### config.mk
export PLATFORM = sky130hd
export DESIGN_NAME = mem_refill_arbiter
export DESIGN_NICKNAME = d
export VERILOG_FILES = /design/src/rtl/mem_arb_pkg.sv /design/src/rtl/arb_id_fifo.sv /design/src/rtl/mem_refill_arbiter.sv
export SDC_FILE = /design/constraint.sdc
export NUM_CORES = 1
export LEC_CHECK = 0
export CAP_MARGIN = 25
export CELL_PAD_IN_SITES_DETAIL_PLACEMENT = 1
export CELL_PAD_IN_SITES_GLOBAL_PLACEMENT = 1
export CORE_AREA = 2 2 685 687
export CTS_CLUSTER_SIZE = 12
export DETAILED_ROUTE_END_ITERATION = 6
export DIE_AREA = 0 0 687 689
export PLACE_DENSITY = 0.3
export REMOVE_ABC_BUFFERS = 1
export SLEW_MARGIN = 20
export SYNTH_ARGS = -nofsm -noshare
export SYNTH_HDL_FRONTEND = slang
export SYNTH_SLANG_ARGS = --single-unit
### constraint.sdc
create_clock -name clk -period 3 [get_ports clk]
set_input_delay 0.6 -clock clk [delete_from_list [all_inputs] [get_ports clk]]
set_output_delay 0.6 -clock clk [all_outputs]
set_load 0.1 [all_outputs]
### src/rtl/mem_arb_pkg.sv
// Shared constants and helpers for the memory refill arbiter.
// Requester IDs, line geometry and ID FIFO sizing.
package mem_arb_pkg;
  localparam int ADDR_WIDTH      = 64;
  localparam int LINE_SIZE       = 512;
  localparam int OFFSET_WIDTH    = 6;
  localparam int MAX_OUTSTANDING = 4;
  localparam int CNT_WIDTH       = 3;

  localparam logic REQ_ICACHE = 1'b0;
  localparam logic REQ_DCACHE = 1'b1;

  function automatic logic [ADDR_WIDTH-1:0] line_align(
    input logic [ADDR_WIDTH-1:0] a
  );
    return {a[ADDR_WIDTH-1:OFFSET_WIDTH], {OFFSET_WIDTH{1'b0}}};
  endfunction
endpackage

### src/rtl/arb_id_fifo.sv
// In-order FIFO of 1-bit requester IDs for issued memory reads.
// Pointers wrap naturally because DEPTH is a power of two.
module arb_id_fifo #(
  parameter int DEPTH = 4,
  parameter int CW    = 3
) (
  input  logic          clk,
  input  logic          rst_n,
  input  logic          push,
  input  logic          din,
  input  logic          pop,
  output logic          dout,
  output logic          full,
  output logic          empty,
  output logic [CW-1:0] count
);
  localparam int PW = $clog2(DEPTH);

  logic [DEPTH-1:0] mem;
  logic [PW-1:0]    wr_ptr;
  logic [PW-1:0]    rd_ptr;
  logic             push_ok;
  logic             pop_ok;

  assign full    = (count == CW'(DEPTH));
  assign empty   = (count == '0);
  assign dout    = mem[rd_ptr];
  assign push_ok = push & ~full;
  assign pop_ok  = pop & ~empty;

  always_ff @(posedge clk or negedge rst_n) begin
    if (!rst_n) begin
      mem    <= '0;
      wr_ptr <= '0;
      rd_ptr <= '0;
      count  <= '0;
    end else begin
      if (push_ok) begin
        mem[wr_ptr] <= din;
        wr_ptr      <= wr_ptr + 1'b1;
      end
      if (pop_ok)
        rd_ptr <= rd_ptr + 1'b1;
      count <= count
             + {{(CW-1){1'b0}}, push_ok}
             - {{(CW-1){1'b0}}, pop_ok};
    end
  end
endmodule

### src/rtl/mem_refill_arbiter.sv
// Round-robin sharing of the line read port between I$ and D$ misses,
// with in-order steering of refill lines back to the owning cache.
module mem_refill_arbiter
  import mem_arb_pkg::*;
(
  input  logic                  clk,
  input  logic                  rst_n,
  input  logic                  icache_miss_valid_i,
  output logic                  icache_miss_ready_o,
  input  logic [ADDR_WIDTH-1:0] icache_miss_addr_i,
  output logic                  refill_icache_valid_o,
  input  logic                  refill_icache_ready_i,
  output logic [LINE_SIZE-1:0]  refill_icache_data_o,
  input  logic                  dcache_miss_valid_i,
  output logic                  dcache_miss_ready_o,
  input  logic [ADDR_WIDTH-1:0] dcache_miss_addr_i,
  output logic                  refill_dcache_valid_o,
  input  logic                  refill_dcache_ready_i,
  output logic [LINE_SIZE-1:0]  refill_dcache_data_o,
  output logic                  mem_req_valid_o,
  input  logic                  mem_req_ready_i,
  output logic [ADDR_WIDTH-1:0] mem_req_addr_o,
  input  logic                  mem_resp_valid_i,
  output logic                  mem_resp_ready_o,
  input  logic [LINE_SIZE-1:0]  mem_resp_data_i,
  output logic [CNT_WIDTH-1:0]  outstanding_o,
  output logic                  resp_err_o
);
  logic rr_last;
  logic grant_d;
  logic full;
  logic empty;
  logic push;
  logic pop;
  logic head;
  logic head_i;
  logic head_d;

  // Both valid: the one that did not win last time goes.
  assign grant_d = dcache_miss_valid_i
                 & (~icache_miss_valid_i | (rr_last == REQ_ICACHE));

  assign mem_req_valid_o = (icache_miss_valid_i | dcache_miss_valid_i)
                         & ~full;
  assign mem_req_addr_o  = line_align(grant_d ? dcache_miss_addr_i
                                              : icache_miss_addr_i);

  assign icache_miss_ready_o = icache_miss_valid_i & ~grant_d
                             & mem_req_ready_i & ~full;
  assign dcache_miss_ready_o = grant_d & mem_req_ready_i & ~full;
  assign push = mem_req_valid_o & mem_req_ready_i;

  assign head_i = ~empty & (head == REQ_ICACHE);
  assign head_d = ~empty & (head == REQ_DCACHE);

  assign refill_icache_valid_o = mem_resp_valid_i & head_i;
  assign refill_dcache_valid_o = mem_resp_valid_i & head_d;
  assign refill_icache_data_o  = mem_resp_data_i;
  assign refill_dcache_data_o  = mem_resp_data_i;

  assign mem_resp_ready_o = (head_i & refill_icache_ready_i)
                          | (head_d & refill_dcache_ready_i);
  assign pop = mem_resp_valid_i & mem_resp_ready_o;

  always_ff @(posedge clk or negedge rst_n) begin
    if (!rst_n) begin
      rr_last    <= REQ_DCACHE;
      resp_err_o <= 1'b0;
    end else begin
      if (push)
        rr_last <= grant_d;
      if (mem_resp_valid_i & empty)
        resp_err_o <= 1'b1;
    end
  end

  arb_id_fifo #(
    .DEPTH (MAX_OUTSTANDING),
    .CW    (CNT_WIDTH)
  ) u_id_fifo (
    .clk   (clk),
    .rst_n (rst_n),
    .push  (push),
    .din   (grant_d),
    .pop   (pop),
    .dout  (head),
    .full  (full),
    .empty (empty),
    .count (outstanding_o)
  );
endmodule

==> report_table.html, run 1 <==
<table>
<tr><th>Metric</th><th>Value</th></tr>
<tr><th colspan="2">Global route</th></tr>
<tr><td>First-pass GRT wire length</td><td>622000 µm</td></tr>
<tr><td>GR Util All Layers</td><td>0.249</td></tr>
<tr><td>Initial antenna violation count</td><td>3</td></tr>
<tr><td>GR Overflow Total</td><td>0</td></tr>
<tr><td>Via count of the first global-routing pass</td><td>approximately 5000</td></tr>
<tr><td>Maximum number of pins on one net before global-route repair</td><td>24</td></tr>
<tr><th colspan="2">Layout</th></tr>
<tr><td>Filler Cell Count</td><td>55900</td></tr>
<tr><td>Area of all placed cells without fillers</td><td>12000 µm²</td></tr>
<tr><td>Diodes inserted</td><td>0</td></tr>
<tr><td>Number of non-filler instances in the completed layout</td><td>6536</td></tr>
<tr><td>NumNets Final</td><td>a little under 1000</td></tr>
<tr><td>Area of combinational cells with multiple inputs</td><td>~1100 µm²</td></tr>
<tr><td>Register Area</td><td>327 µm²</td></tr>
<tr><td>Utilization after layout</td><td>0.0257</td></tr>
<tr><td>Proportion of layout cells with a drive suffix above 1</td><td>0.441</td></tr>
<tr><td>Layout Area Growth over Synthesis</td><td>30.2%</td></tr>
<tr><th colspan="2">Floorplanning</th></tr>
<tr><td>Die area</td><td>473000 µm²</td></tr>
<tr><td>Starting density of the core</td><td>0.0197</td></tr>
<tr><td>Number of top-level pins</td><td>around 1700</td></tr>
<tr><td>Cell Rows</td><td>about 250</td></tr>
<tr><td>Core Region</td><td>466000 µm²</td></tr>
<tr><td>Die Span X</td><td>around 690 µm</td></tr>
<tr><td>Y dimension of the die</td><td>689 µm</td></tr>
<tr><th colspan="2">STA</th></tr>
<tr><td>Hold Violations, Final</td><td>0</td></tr>
<tr><td>Unrepaired setup endpoints after global routing</td><td>false</td></tr>
<tr><td>Worst max-slew margin expressed relative to the limit</td><td>0.410</td></tr>
<tr><td>Max Slew Vio Count</td><td>0</td></tr>
<tr><td>Final worst path period share</td><td>0.974</td></tr>
<tr><td>Maximum operating frequency</td><td>between 300 and 400 MHz</td></tr>
<tr><td>Final setup violation count</td><td>0</td></tr>
<tr><td>Transition time of the tightest slew-check pin</td><td>about 0.89 ns</td></tr>
<tr><td>Skew final</td><td>around 0.0016 ns</td></tr>
<tr><td>Clock period minus worst slack</td><td>roughly 2.9 ns</td></tr>
<tr><td>Slack of the critical path</td><td>0.0787 ns</td></tr>
<tr><th colspan="2">Pwr</th></tr>
<tr><td>Total power draw</td><td>roughly 0.0036 W</td></tr>
<tr><td>Leakage power figure</td><td>1.83 nW</td></tr>
<tr><td>Proportion of power drawn by the clock network</td><td>0.073</td></tr>
<tr><td>Worst vdd ir</td><td>214 µV</td></tr>
<tr><td>Combinational cell fraction of total power</td><td>0.825</td></tr>
<tr><td>Power Dens Cells</td><td>304 nW/µm²</td></tr>
<tr><td>Sw frac</td><td>0.575</td></tr>
<tr><td>Internal power summed over all cells</td><td>0.00155 W</td></tr>
<tr><td>Net switching power figure</td><td>0.00209 W</td></tr>
<tr><td>Sequential group share of total power</td><td>0.103</td></tr>
<tr><th colspan="2">Synth</th></tr>
<tr><td>Number of storage elements in the synthesis netlist</td><td>13</td></tr>
<tr><td>Warnings from Yosys</td><td>0</td></tr>
<tr><td>Mean post-synth cell area</td><td>7.90 µm²</td></tr>
<tr><td>Simple-gate area share of the yosys netlist</td><td>0.00857</td></tr>
<tr><td>Synth Instances</td><td>about 1200</td></tr>
<tr><td>Adder-cell area share of the yosys netlist</td><td>0.0103</td></tr>
<tr><td>Post-synthesis instance area</td><td>9190 µm²</td></tr>
<tr><td>EDFF count, synth</td><td>0</td></tr>
<tr><td>Largest family of logic cells by synthesized area</td><td>buffers and inverters</td></tr>
<tr><td>Synthesized-area fraction occupied by xor and xnor cells</td><td>0.00381</td></tr>
<tr><td>Count of unique library cells instantiated by Yosys</td><td>28</td></tr>
<tr><td>Top_reg_cell synth</td><td>dfrtp_1</td></tr>
<tr><td>Post-synthesis async set-or-reset flop share</td><td>1.00</td></tr>
<tr><td>Proportion of synthesized area in mux cells</td><td>0.0841</td></tr>
<tr><td>Synth Area in Compound Gates</td><td>0.00803</td></tr>
<tr><td>Sequential area share after synthesis</td><td>0.0355</td></tr>
<tr><th colspan="2">Run</th></tr>
<tr><td>Count of maximum capacitance violations</td><td>0</td></tr>
<tr><th colspan="2">Detailed routing</th></tr>
<tr><td>First drt pass iteration count</td><td>4</td></tr>
<tr><td>Vias per std cell</td><td>~1.2</td></tr>
<tr><td>1st-iter DRT viols</td><td>1262</td></tr>
<tr><td>Post-route antenna net violation count</td><td>0</td></tr>
<tr><td>Sum of routed wire length over all layers</td><td>about 610000 µm</td></tr>
<tr><td>DR WL/cell</td><td>between 90 and 100 µm</td></tr>
<tr><td>Detailed-route DRC error count</td><td>0</td></tr>
<tr><td>Total via count after detailed routing</td><td>8145</td></tr>
<tr><th colspan="2">Clock network</th></tr>
<tr><td>CTS tree</td><td>done</td></tr>
<tr><td>Clock-pin slew of the registers on the worst-case setup and hold paths</td><td>0.05 ns</td></tr>
<tr><td>Count of hold-fix buffers inserted at cts</td><td>0</td></tr>
<tr><td>Num CTS Buffers</td><td>3</td></tr>
<tr><td>Number of setup buffers added after CTS</td><td>0</td></tr>
<tr><td>Number of sinks on the clock net</td><td>13</td></tr>
<tr><td>Htree depth</td><td>1</td></tr>
<tr><td>Worst skew pair latency</td><td>0.25 ns</td></tr>
<tr><td>Post-CTS sizing</td><td>0</td></tr>
<tr><td>Clk buf depth</td><td>2</td></tr>
<tr><td>Clock root buffer</td><td>clkbuf_16</td></tr>
<tr><th colspan="2">Critical path</th></tr>
<tr><td>Worst-case reg-to-reg path depth</td><td>11</td></tr>
<tr><td>Max Fanout on Critical Path</td><td>18</td></tr>
<tr><td>Top cell by count, worst path</td><td>buf_12</td></tr>
<tr><td>CP cell instances</td><td>clkdlybuf4s50_1, a21boi_4, buf_12, buf_12, mux2_2, buf_12</td></tr>
<tr><td>Arrival time of the worst setup path</td><td>2.32 ns</td></tr>
<tr><td>Max stage delay on crit path</td><td>0.51 ns</td></tr>
<tr><td>Data required time of the critical path</td><td>2.40 ns</td></tr>
<tr><td>Cell at the slowest stage of the critical path</td><td>clkdlybuf4s50_1</td></tr>
<tr><td>Critical Path Source Type</td><td>input port</td></tr>
<tr><td>Endpoint class of the critical path</td><td>primary output</td></tr>
<tr><td>Launch point of the critical path</td><td>dcache_miss_valid_i</td></tr>
<tr><td>R2r setup slk</td><td>0.38 ns</td></tr>
<tr><td>R2R Path End</td><td>u_id_fifo.count[2]</td></tr>
<tr><td>Critical path endpoint</td><td>mem_req_addr_o[48]</td></tr>
<tr><td>Critical setup path kind</td><td>input port to primary output</td></tr>
<tr><td>Launch point of the worst reg-to-reg path</td><td>u_id_fifo.rd_ptr[1]</td></tr>
<tr><th colspan="2">Placement</th></tr>
<tr><td>Pre-CTS setup slack</td><td>0.0524 ns</td></tr>
<tr><td>Post-DP HPWL</td><td>579000 µm</td></tr>
<tr><td>Final estimated routing congestion in global placement</td><td>0.806</td></tr>
<tr><td>Post-DP Area</td><td>between 10000 and 15000 µm²</td></tr>
<tr><td>Port bufs</td><td>191</td></tr>
<tr><td>Placed cell count</td><td>roughly 6500</td></tr>
<tr><th colspan="2">Min path</th></tr>
<tr><td>Min-Delay Path Class</td><td>register to register</td></tr>
<tr><th colspan="2">Status</th></tr>
<tr><td>Outcome</td><td>completed</td></tr>
</table>
==> cells by family (layout without fill, tap and decap cells) <==
family,after synthesis,in the layout
and+or+nand+nor,17,17
other,1,6
muxes,68,68
xor gates and xnor gates,4,4
adders and majority gates,7,7
AOI/OAI and AO/OA,10,10
buffers and inverters,1044,213
DFF,13,13
==> metrics by stage <==
stage	hold WS (ns)	setup TNS, ns
global route	0.494	0
CTS	0.472	0
global placement	0.455	0
detailed placement	0.459	0
floorplan	0.304	-243.92
finish	0.468	0
==> routing by layer <==
metal,vias to the layer above,part of all wire,wire length [µm],track usage
li1,877,-,-,-
met1,2812,0.12,72200,0.0771
met2,3887,0.47,287000,0.420
met3,483,0.26,160000,0.315
met4,86,0.13,77600,0.251
met5,-,0.021,12500,0.193
==> cell usage in the layout, fill, tap and decap left out, drive strengths merged <==
master / instances
mux2: 62
nor2: 6
nand2b: 1
nor3b: 1
nor3: 1
buf: 79
clkbuf: 4
conb: 6
dfstp: 1
ha: 6
a211oi: 1
fa: 1
inv: 7
dfrtp: 12
a31oi: 1
a21o: 1
nor2b: 1
a21oi: 3
o21ai: 2
xor2: 1
mux2i: 6
xnor2: 3
clkdlybuf4s50: 123
and2: 1
a21boi: 1
o31ai: 1
nand2: 6
==> synthesized netlist by cell type, types with 2 or more instances <==
cell | number | share of area
mux2_4 | 4 | 0.0065
nor2_1 | 5 | 0.0020
a21oi_1 | 3 | 0.0016
buf_4 | 1035 | 0.85
mux2_2 | 58 | 0.071
xnor2_1 | 3 | 0.0029
buf_2 | 2 | 0.0011
o21ai_0 | 2 | 0.0011
dfrtp_1 | 12 | 0.033
inv_1 | 7 | 0.0029
nand2_1 | 6 | 0.0024
mux2i_1 | 6 | 0.0065
ha_1 | 6 | 0.0082
==> area by class of cell <==
class	count	area share
tap	6198	0.648
timing repair buffer	202	0.225
multi-input combinational	112	0.0913
sequential	13	0.0273
clock buffer	4	0.00659
inverter	7	0.00220
==> registers in the layout, summed over array words and instances (netlist names) <==
signal            cells
u_id_fifo.mem         4
u_id_fifo.count       3
u_id_fifo.rd_ptr      2
u_id_fifo.wr_ptr      2
resp_err_o            1
rr_last               1
==> how the worst min path moves through the flow <==
stage                     startpoint    endpoint  slack [ns]  depth (start not counted)
after floorplan                rst_n  resp_err_o        0.30                          0
after global placement    resp_err_o  resp_err_o        0.46                          1
after detailed placement  resp_err_o  resp_err_o        0.46                          1
after CTS                 resp_err_o  resp_err_o        0.47                          1
after global routing      resp_err_o  resp_err_o        0.49                          1
final                     resp_err_o  resp_err_o        0.47                          1
==> power by group through the flow <==
stage	combinational, W	sequential [W]	clock [W]
6_report	0.00300	0.000374	0.000265
5_1_grt	0.00313	0.000388	0.000274
2_1_floorplan	0.00162	0.000543	0
3_5_place_dp	0.00304	0.000375	0
4_1_cts	0.00304	0.000373	0.000268
3_3_place_gp	0.00305	0.000370	0
==> worst max-delay path: cells and delay by family <==
family,cells,cell delay [ns]
multiplexers,1,0.38
buffers and inverters,4,1.05
AO/OA/AOI/OAI,1,0.23
No activity file was read; power rests on OpenSTA's default activity.
==> inputs of run 2 (changes only) <==
- CELL_PAD_IN_SITES_DETAIL_PLACEMENT: 1 -> unset
- CELL_PAD_IN_SITES_GLOBAL_PLACEMENT: 1 -> unset
- CORE_AREA: 2 2 685 687 -> 2 2 686 688
- DIE_AREA: 0 0 687 689 -> 0 0 688 690
- GPL_TIMING_DRIVEN: unset -> 0
==> run 2 against run 1 <==
  * Global-route usage is 0.11 points lower
  * Sequential cell count stayed put
  * Non-clock buffer count grew 4
  * Via count down 4.4%
  * Maximum frequency shrank 0.90%
  * Clock skew increased by 0.00056 ns
  * Utilization is 0.11 points lower
  * Die area increased by 0.29%
  * Power is 11% lower
  * Routed wire length fell by 0.21%
  * Sequential power hardly changed
  * Critical endpoint is now mem_req_addr_o[53]
  * Largest power group unchanged
  * Highest routed layer unchanged
==> report_table.html, run 2 (synthesis results as in run 1) <==
<table>
<tr><th>Metric</th><th>Value</th></tr>
<tr><th colspan="2">Detailed routing</th></tr>
<tr><td>Sum of routed wire length over all layers</td><td>between 600000 and 700000 µm</td></tr>
<tr><td>Vias per std cell</td><td>1.19</td></tr>
<tr><td>Post-route antenna net violation count</td><td>0</td></tr>
<tr><td>Total via count after detailed routing</td><td>7790</td></tr>
<tr><td>1st-iter DRT viols</td><td>1388</td></tr>
<tr><td>Detailed-route DRC error count</td><td>0</td></tr>
<tr><td>DR WL/cell</td><td>slightly above 90 µm</td></tr>
<tr><td>First drt pass iteration count</td><td>4</td></tr>
<tr><th colspan="2">Pwr</th></tr>
<tr><td>Total power draw</td><td>0.00325 W</td></tr>
<tr><td>Combinational cell fraction of total power</td><td>0.806</td></tr>
<tr><td>Worst vdd ir</td><td>around 270 µV</td></tr>
<tr><td>Proportion of power drawn by the clock network</td><td>0.079</td></tr>
<tr><td>Sw frac</td><td>0.615</td></tr>
<tr><td>Power Dens Cells</td><td>284 nW/µm²</td></tr>
<tr><td>Leakage power figure</td><td>1.64 nW</td></tr>
<tr><td>Sequential group share of total power</td><td>0.115</td></tr>
<tr><td>Net switching power figure</td><td>0.00200 W</td></tr>
<tr><td>Internal power summed over all cells</td><td>0.00125 W</td></tr>
<tr><th colspan="2">Layout</th></tr>
<tr><td>Register Area</td><td>roughly 330 µm²</td></tr>
<tr><td>Area of combinational cells with multiple inputs</td><td>between 1000 and 1500 µm²</td></tr>
<tr><td>Layout Area Growth over Synthesis</td><td>24.6%</td></tr>
<tr><td>NumNets Final</td><td>998</td></tr>
<tr><td>Area of all placed cells without fillers</td><td>11400 µm²</td></tr>
<tr><td>Most common library cell in the layout ignoring fill and taps</td><td>clkdlybuf4s50_1</td></tr>
<tr><td>Register containing the most flip-flops in the final layout</td><td>u_id_fifo.mem</td></tr>
<tr><td>Commonest non-fill, non-tap cells in the layout</td><td>clkdlybuf4s50_1 (125), mux2_2 (56), clkdlybuf4s15_2 (21)</td></tr>
<tr><td>Diodes inserted</td><td>0</td></tr>
<tr><td>Proportion of layout cells with a drive suffix above 1</td><td>0.415</td></tr>
<tr><td>Flip-flop count of the largest register, all copies and words added</td><td>4</td></tr>
<tr><td>Filler Cell Count</td><td>56000</td></tr>
<tr><td>Largest registers ranked by flip-flop count</td><td>u_id_fifo.mem (4), u_id_fifo.count (3)</td></tr>
<tr><th colspan="2">Clock network</th></tr>
<tr><td>Num CTS Buffers</td><td>3</td></tr>
<tr><td>Worst skew pair latency</td><td>0.24 ns</td></tr>
<tr><td>Htree depth</td><td>1</td></tr>
<tr><td>Clock-pin slew of the registers on the worst-case setup and hold paths</td><td>0.05 ns</td></tr>
<tr><td>Clock root buffer</td><td>clkbuf_16</td></tr>
<tr><td>CTS tree</td><td>done</td></tr>
<tr><td>Clk buf depth</td><td>2</td></tr>
<tr><td>Number of sinks on the clock net</td><td>13</td></tr>
<tr><th colspan="2">STA</th></tr>
<tr><td>Final worst path period share</td><td>0.983</td></tr>
<tr><td>Max Slew Vio Count</td><td>0</td></tr>
<tr><td>Unrepaired setup endpoints after global routing</td><td>false</td></tr>
<tr><td>Hold Violations, Final</td><td>0</td></tr>
<tr><td>Final setup violation count</td><td>0</td></tr>
<tr><td>Maximum operating frequency</td><td>339 MHz</td></tr>
<tr><td>Skew final</td><td>0.00212 ns</td></tr>
<tr><td>Transition time of the tightest slew-check pin</td><td>between 1 and 1.5 ns</td></tr>
<tr><td>Clock period minus worst slack</td><td>2.95 ns</td></tr>
<tr><td>Worst slack on hold paths</td><td>about 0.45 ns</td></tr>
<tr><td>Worst max-slew margin expressed relative to the limit</td><td>0.301</td></tr>
<tr><th colspan="2">Critical path</th></tr>
<tr><td>Worst-case reg-to-reg path depth</td><td>11</td></tr>
<tr><td>CP cell instances</td><td>clkdlybuf4s15_2, a21boi_4, buf_16, buf_16, buf_16, bufbuf_16, mux2_2, buf_12</td></tr>
<tr><td>Arrival time of the worst setup path</td><td>2.35 ns</td></tr>
<tr><td>Critical path endpoint</td><td>mem_req_addr_o[53]</td></tr>
<tr><td>Top cell by count, worst path</td><td>buf_16</td></tr>
<tr><td>R2R Path End</td><td>u_id_fifo.count[2]</td></tr>
<tr><td>Endpoint class of the critical path</td><td>primary output</td></tr>
<tr><td>Buffers and inverters on the worst path</td><td>6</td></tr>
<tr><td>Data required time of the critical path</td><td>2.40 ns</td></tr>
<tr><td>Max Fanout on Critical Path</td><td>8</td></tr>
<tr><td>R2r setup slk</td><td>0.46 ns</td></tr>
<tr><td>Dominant delay contributor by cell family on the critical path</td><td>buffers and inverters</td></tr>
<tr><td>Launch point of the critical path</td><td>icache_miss_valid_i</td></tr>
<tr><td>Max stage delay on crit path</td><td>0.36 ns</td></tr>
<tr><td>Cell at the slowest stage of the critical path</td><td>mux2_2</td></tr>
<tr><td>Critical Path Source Type</td><td>input port</td></tr>
<tr><td>Logic depth of the worst path, buffers included</td><td>8</td></tr>
<tr><td>Launch point of the worst reg-to-reg path</td><td>u_id_fifo.rd_ptr[1]</td></tr>
<tr><td>Critical setup path kind</td><td>input port to primary output</td></tr>
<tr><th colspan="2">Min path</th></tr>
<tr><td>Min-Delay Path Class</td><td>register to register</td></tr>
<tr><th colspan="2">Floorplanning</th></tr>
<tr><td>Y dimension of the die</td><td>690 µm</td></tr>
<tr><td>Starting density of the core</td><td>0.0197</td></tr>
<tr><td>Die area</td><td>475000 µm²</td></tr>
<tr><td>Core Region</td><td>467000 µm²</td></tr>
<tr><td>Cell Rows</td><td>251</td></tr>
<tr><td>Number of top-level pins</td><td>1746</td></tr>
<tr><td>Die Span X</td><td>688 µm</td></tr>
<tr><th colspan="2">Global route</th></tr>
<tr><td>GR Util All Layers</td><td>0.248</td></tr>
<tr><td>Maximum number of pins on one net before global-route repair</td><td>14</td></tr>
<tr><td>First-pass GRT wire length</td><td>622000 µm</td></tr>
<tr><td>GR Overflow Total</td><td>0</td></tr>
<tr><td>Via count of the first global-routing pass</td><td>4815</td></tr>
<tr><td>Initial antenna violation count</td><td>2</td></tr>
<tr><th colspan="2">Placement</th></tr>
<tr><td>Port bufs</td><td>191</td></tr>
<tr><td>Post-DP HPWL</td><td>577000 µm</td></tr>
<tr><td>Final estimated routing congestion in global placement</td><td>0.799</td></tr>
<tr><td>Post-DP Area</td><td>11200 µm²</td></tr>
<tr><th colspan="2">Status</th></tr>
<tr><td>Outcome</td><td>completed</td></tr>
<tr><th colspan="2">Run</th></tr>
<tr><td>Count of maximum capacitance violations</td><td>0</td></tr>
</table>
## run 2: cell count changes in the layout (fill, tap and decap cells not counted), sizes merged
cell | before | now
buf | 79 | 47
clkdlybuf4s15 | 0 | 21
dlygate4sd2 | 0 | 8
bufbuf | 0 | 3
clkdlybuf4s50 | 123 | 125
clkbuf | 4 | 6
## run 2: how the worst min path moves through the flow
stage                     from         end  slack, ns  cells after the start
global placement    resp_err_o  resp_err_o       0.46                      1
CTS                 resp_err_o  resp_err_o       0.46                      1
detailed placement  resp_err_o  resp_err_o       0.44                      1
finish              resp_err_o  resp_err_o       0.45                      1
floorplan                rst_n  resp_err_o       0.30                      0
global route        resp_err_o  resp_err_o       0.48                      1
## run 2: worst register-to-register path: stages (launching register included)
cell and delay, ns:
dfrtp_1 0.42, mux2i_1 0.18, mux2i_1 0.30, mux2i_1 0.29, nor2_1 0.08, ha_1 0.27
inv_1 0.06, ha_1 0.13, inv_1 0.05, fa_1 0.37, xnor2_1 0.15, xnor2_1 0.13
## run 2: cell type report
cell class                      count  share of cell area
Clock buffer                        4             0.00688
Inverter                            7             0.00229
Multi-Input combinational cell    112              0.0958
Sequential cell                    13              0.0285
Tap cell                         6198               0.677
Timing Repair Buffer              206               0.189
## run 2: layer usage
metal | part of all wire | vias to the layer above | track usage
li1 | - | 886 | -
met1 | 0.11 | 2686 | 0.0743
met5 | 0.020 | - | 0.189
met3 | 0.27 | 473 | 0.318
met2 | 0.47 | 3665 | 0.421
met4 | 0.12 | 80 | 0.240
## run 2: power groups by stage
stage | Sequential (W) | Clock (W) | Combinational (W)
after floorplan | 0.000543 | 0 | 0.00162
after global placement | 0.000366 | 0 | 0.00260
after detailed placement | 0.000372 | 0 | 0.00255
after CTS | 0.000370 | 0.000261 | 0.00264
after global routing | 0.000384 | 0.000270 | 0.00272
final | 0.000374 | 0.000257 | 0.00262
## run 2: repair_timing
action,in CTS,in global routing
hold buffers,0,0
buffers inserted,8,0
pin swaps,1,1
setup endpoints to repair,63,15
cloned,3,0
gates resized for setup,286,4
## run 2: per-stage QoR
step | setup WS [ns] | utilization | TNS [ns] | instances
after detailed placement | -1.34 | 0.0240 | -58.43 | 6525
after floorplan | -5.05 | - | -243.92 | 132
after global routing | 0.00141 | 0.0245 | 0 | 6540
final | 0.0521 | 0.0245 | 0 | 6540
after CTS | 0.0265 | 0.0245 | 0 | 6540
after global placement | -10.23 | 0.0238 | -631.58 | 6521
==> variant (config.mk and constraints of run 1) <==
`CNT_WIDTH`: 3 -> 4.
--- a/src/rtl/mem_arb_pkg.sv
+++ b/src/rtl/mem_arb_pkg.sv
@@ -5,7 +5,7 @@
   localparam int LINE_SIZE       = 512;
   localparam int OFFSET_WIDTH    = 6;
   localparam int MAX_OUTSTANDING = 4;
-  localparam int CNT_WIDTH       = 3;
+  localparam int CNT_WIDTH       = 4;
 
   localparam logic REQ_ICACHE = 1'b0;
   localparam logic REQ_DCACHE = 1'b1;
Ports: changed (resized outstanding_o); port bits go from 1746 to 1747. No check against the original RTL was run, so the function may have changed too.
==> variant against run 1 <==
Non-clock buffer count grew 1; combinational power is essentially flat; die area is the same; critical endpoint is now mem_req_addr_o[49]; area after synthesis grew 0.97%; total power grew 1.2%; sequential cell count grew 1; design area grew 0.86%; global-route usage shrank 0.23 points; wire length shrank 0.91%; worst setup slack lost 0.028 ns.
==> variant: results (changes against run 1) <==
status = finished clean
Via density = 1.24 (-0.85%)
VDD IR max = 0.174 mV (-19%)
wire length of the first global-routing pass = 617000 microns (-0.88%)
Synth top cells by count = buf_4 (1035), mux2_2 (58), dfrtp_1 (13), inv_1 (11), ha_1 (10)
vias in the first global route = 5039 (+0.86%)
first-iteration detailed-routing DRC count = 1511 (+20%)
largest net degree at the start of global routing = 17 (-29%)
total global-route track usage = 24.7% (-0.23 points)
Clock Skews = 0.00337 ns (+0.00181 ns)
Cell Count Post-Placement = 6543 (+0.17%)
initial antenna violation count = 1 (-2)
vias = 8091 (-0.66%)
Tmin final = 2.95 ns (+0.0283 ns)
pre-CTS setup slack = 0.0524 ns (-0.0000180 ns)
routed wire length = 604000 microns (-0.91%)
fill count = 55852 (-0.0054%)
hold_sp = u_id_fifo.mem[0]
gpl congestion = 0.815 (+1.1%)
hpwl dp = 573000 microns (-1.1%)
sequential area share after synthesis = 3.79% (+0.24 points)
share of cells above drive strength 1 = 42.4% (-1.7 points)
relative slew slack = 39.4% (-1.7 points)
Synth cell types = 28 (unchanged)
largest cells by area after synthesis = buf_4 (84%), mux2_2 (7.0%), dfrtp_1 (3.5%), ha_1 (1.3%), mux2i_1 (0.65%)
Largest regs = u_id_fifo.count (4), u_id_fifo.mem (4)
Worst Path Arrival = 2.35 ns (+0.03 ns)
Crit Path Max Fanout = 12 (-6)
[variant: cell types whose count changed after synthesis, moves of 2 or more]
cell | run 1 | this run
a21oi_1 | 3 | 5
mux2_4 | 4 | 0
ha_1 | 6 | 10
inv_1 | 7 | 11
mux2_1 | 0 | 4
[variant: stage by stage]
stage / cell area, sq um / hold WS [ns] / total power (uW)
floorplan: 1520 / 0.304 / 2210
global placement: 12000 / 0.472 / 3420
detailed placement: 12000 / 0.484 / 3410
CTS: 12100 / 0.502 / 3720
global route: 12100 / 0.534 / 3830
finish: 12100 / 0.500 / 3680
[variant: routing by layer]
layer | global-route usage (%) | wire (microns)
met1 | 7.26 | 69000
met2 | 41.5 | 281000
met3 | 32.3 | 163000
met4 | 24.5 | 78400
met5 | 18.7 | 12200
[variant: final timing paths]
check / end / slack, ns / cells after the start
setup / recovery: mem_req_addr_o[49] / 0.05 / 6
hold / removal: u_id_fifo.mem[0] / 0.50 / 1
setup reg to reg: u_id_fifo.count[2] / 0.47 / 10
hold reg to reg: u_id_fifo.mem[0] / 0.50 / 1
max in group asynchronous: rr_last / 1.87 / 2
min in group asynchronous: u_id_fifo.rd_ptr[1] / 0.79 / 2
[variant: cell families after synthesis]
kind of cell | synth area share, %
AOI/OAI and AO/OA | 1.11
xor gates and xnor gates | 0.378
adders and majority gates | 1.56
buffers and inverters | 84.3
DFF | 3.79
muxes | 8.17
other | 0.0404
and+or+nand+nor | 0.688
[variant: layout make-up]
class                      count  share of cell area [%]
antenna                        1                  0.0207
inverter                      11                   0.342
tap                         6198                    64.2
multi-input combinational    117                    9.43
sequential                    14                    2.91
clock buffer                   4                   0.736
timing repair buffer         203                    22.3
[variant: report_power, final]
part           switching (uW)  internal (uW)
clock                    97.4            203
combinational            1930           1060
sequential               93.0            293
total                    2120           1560
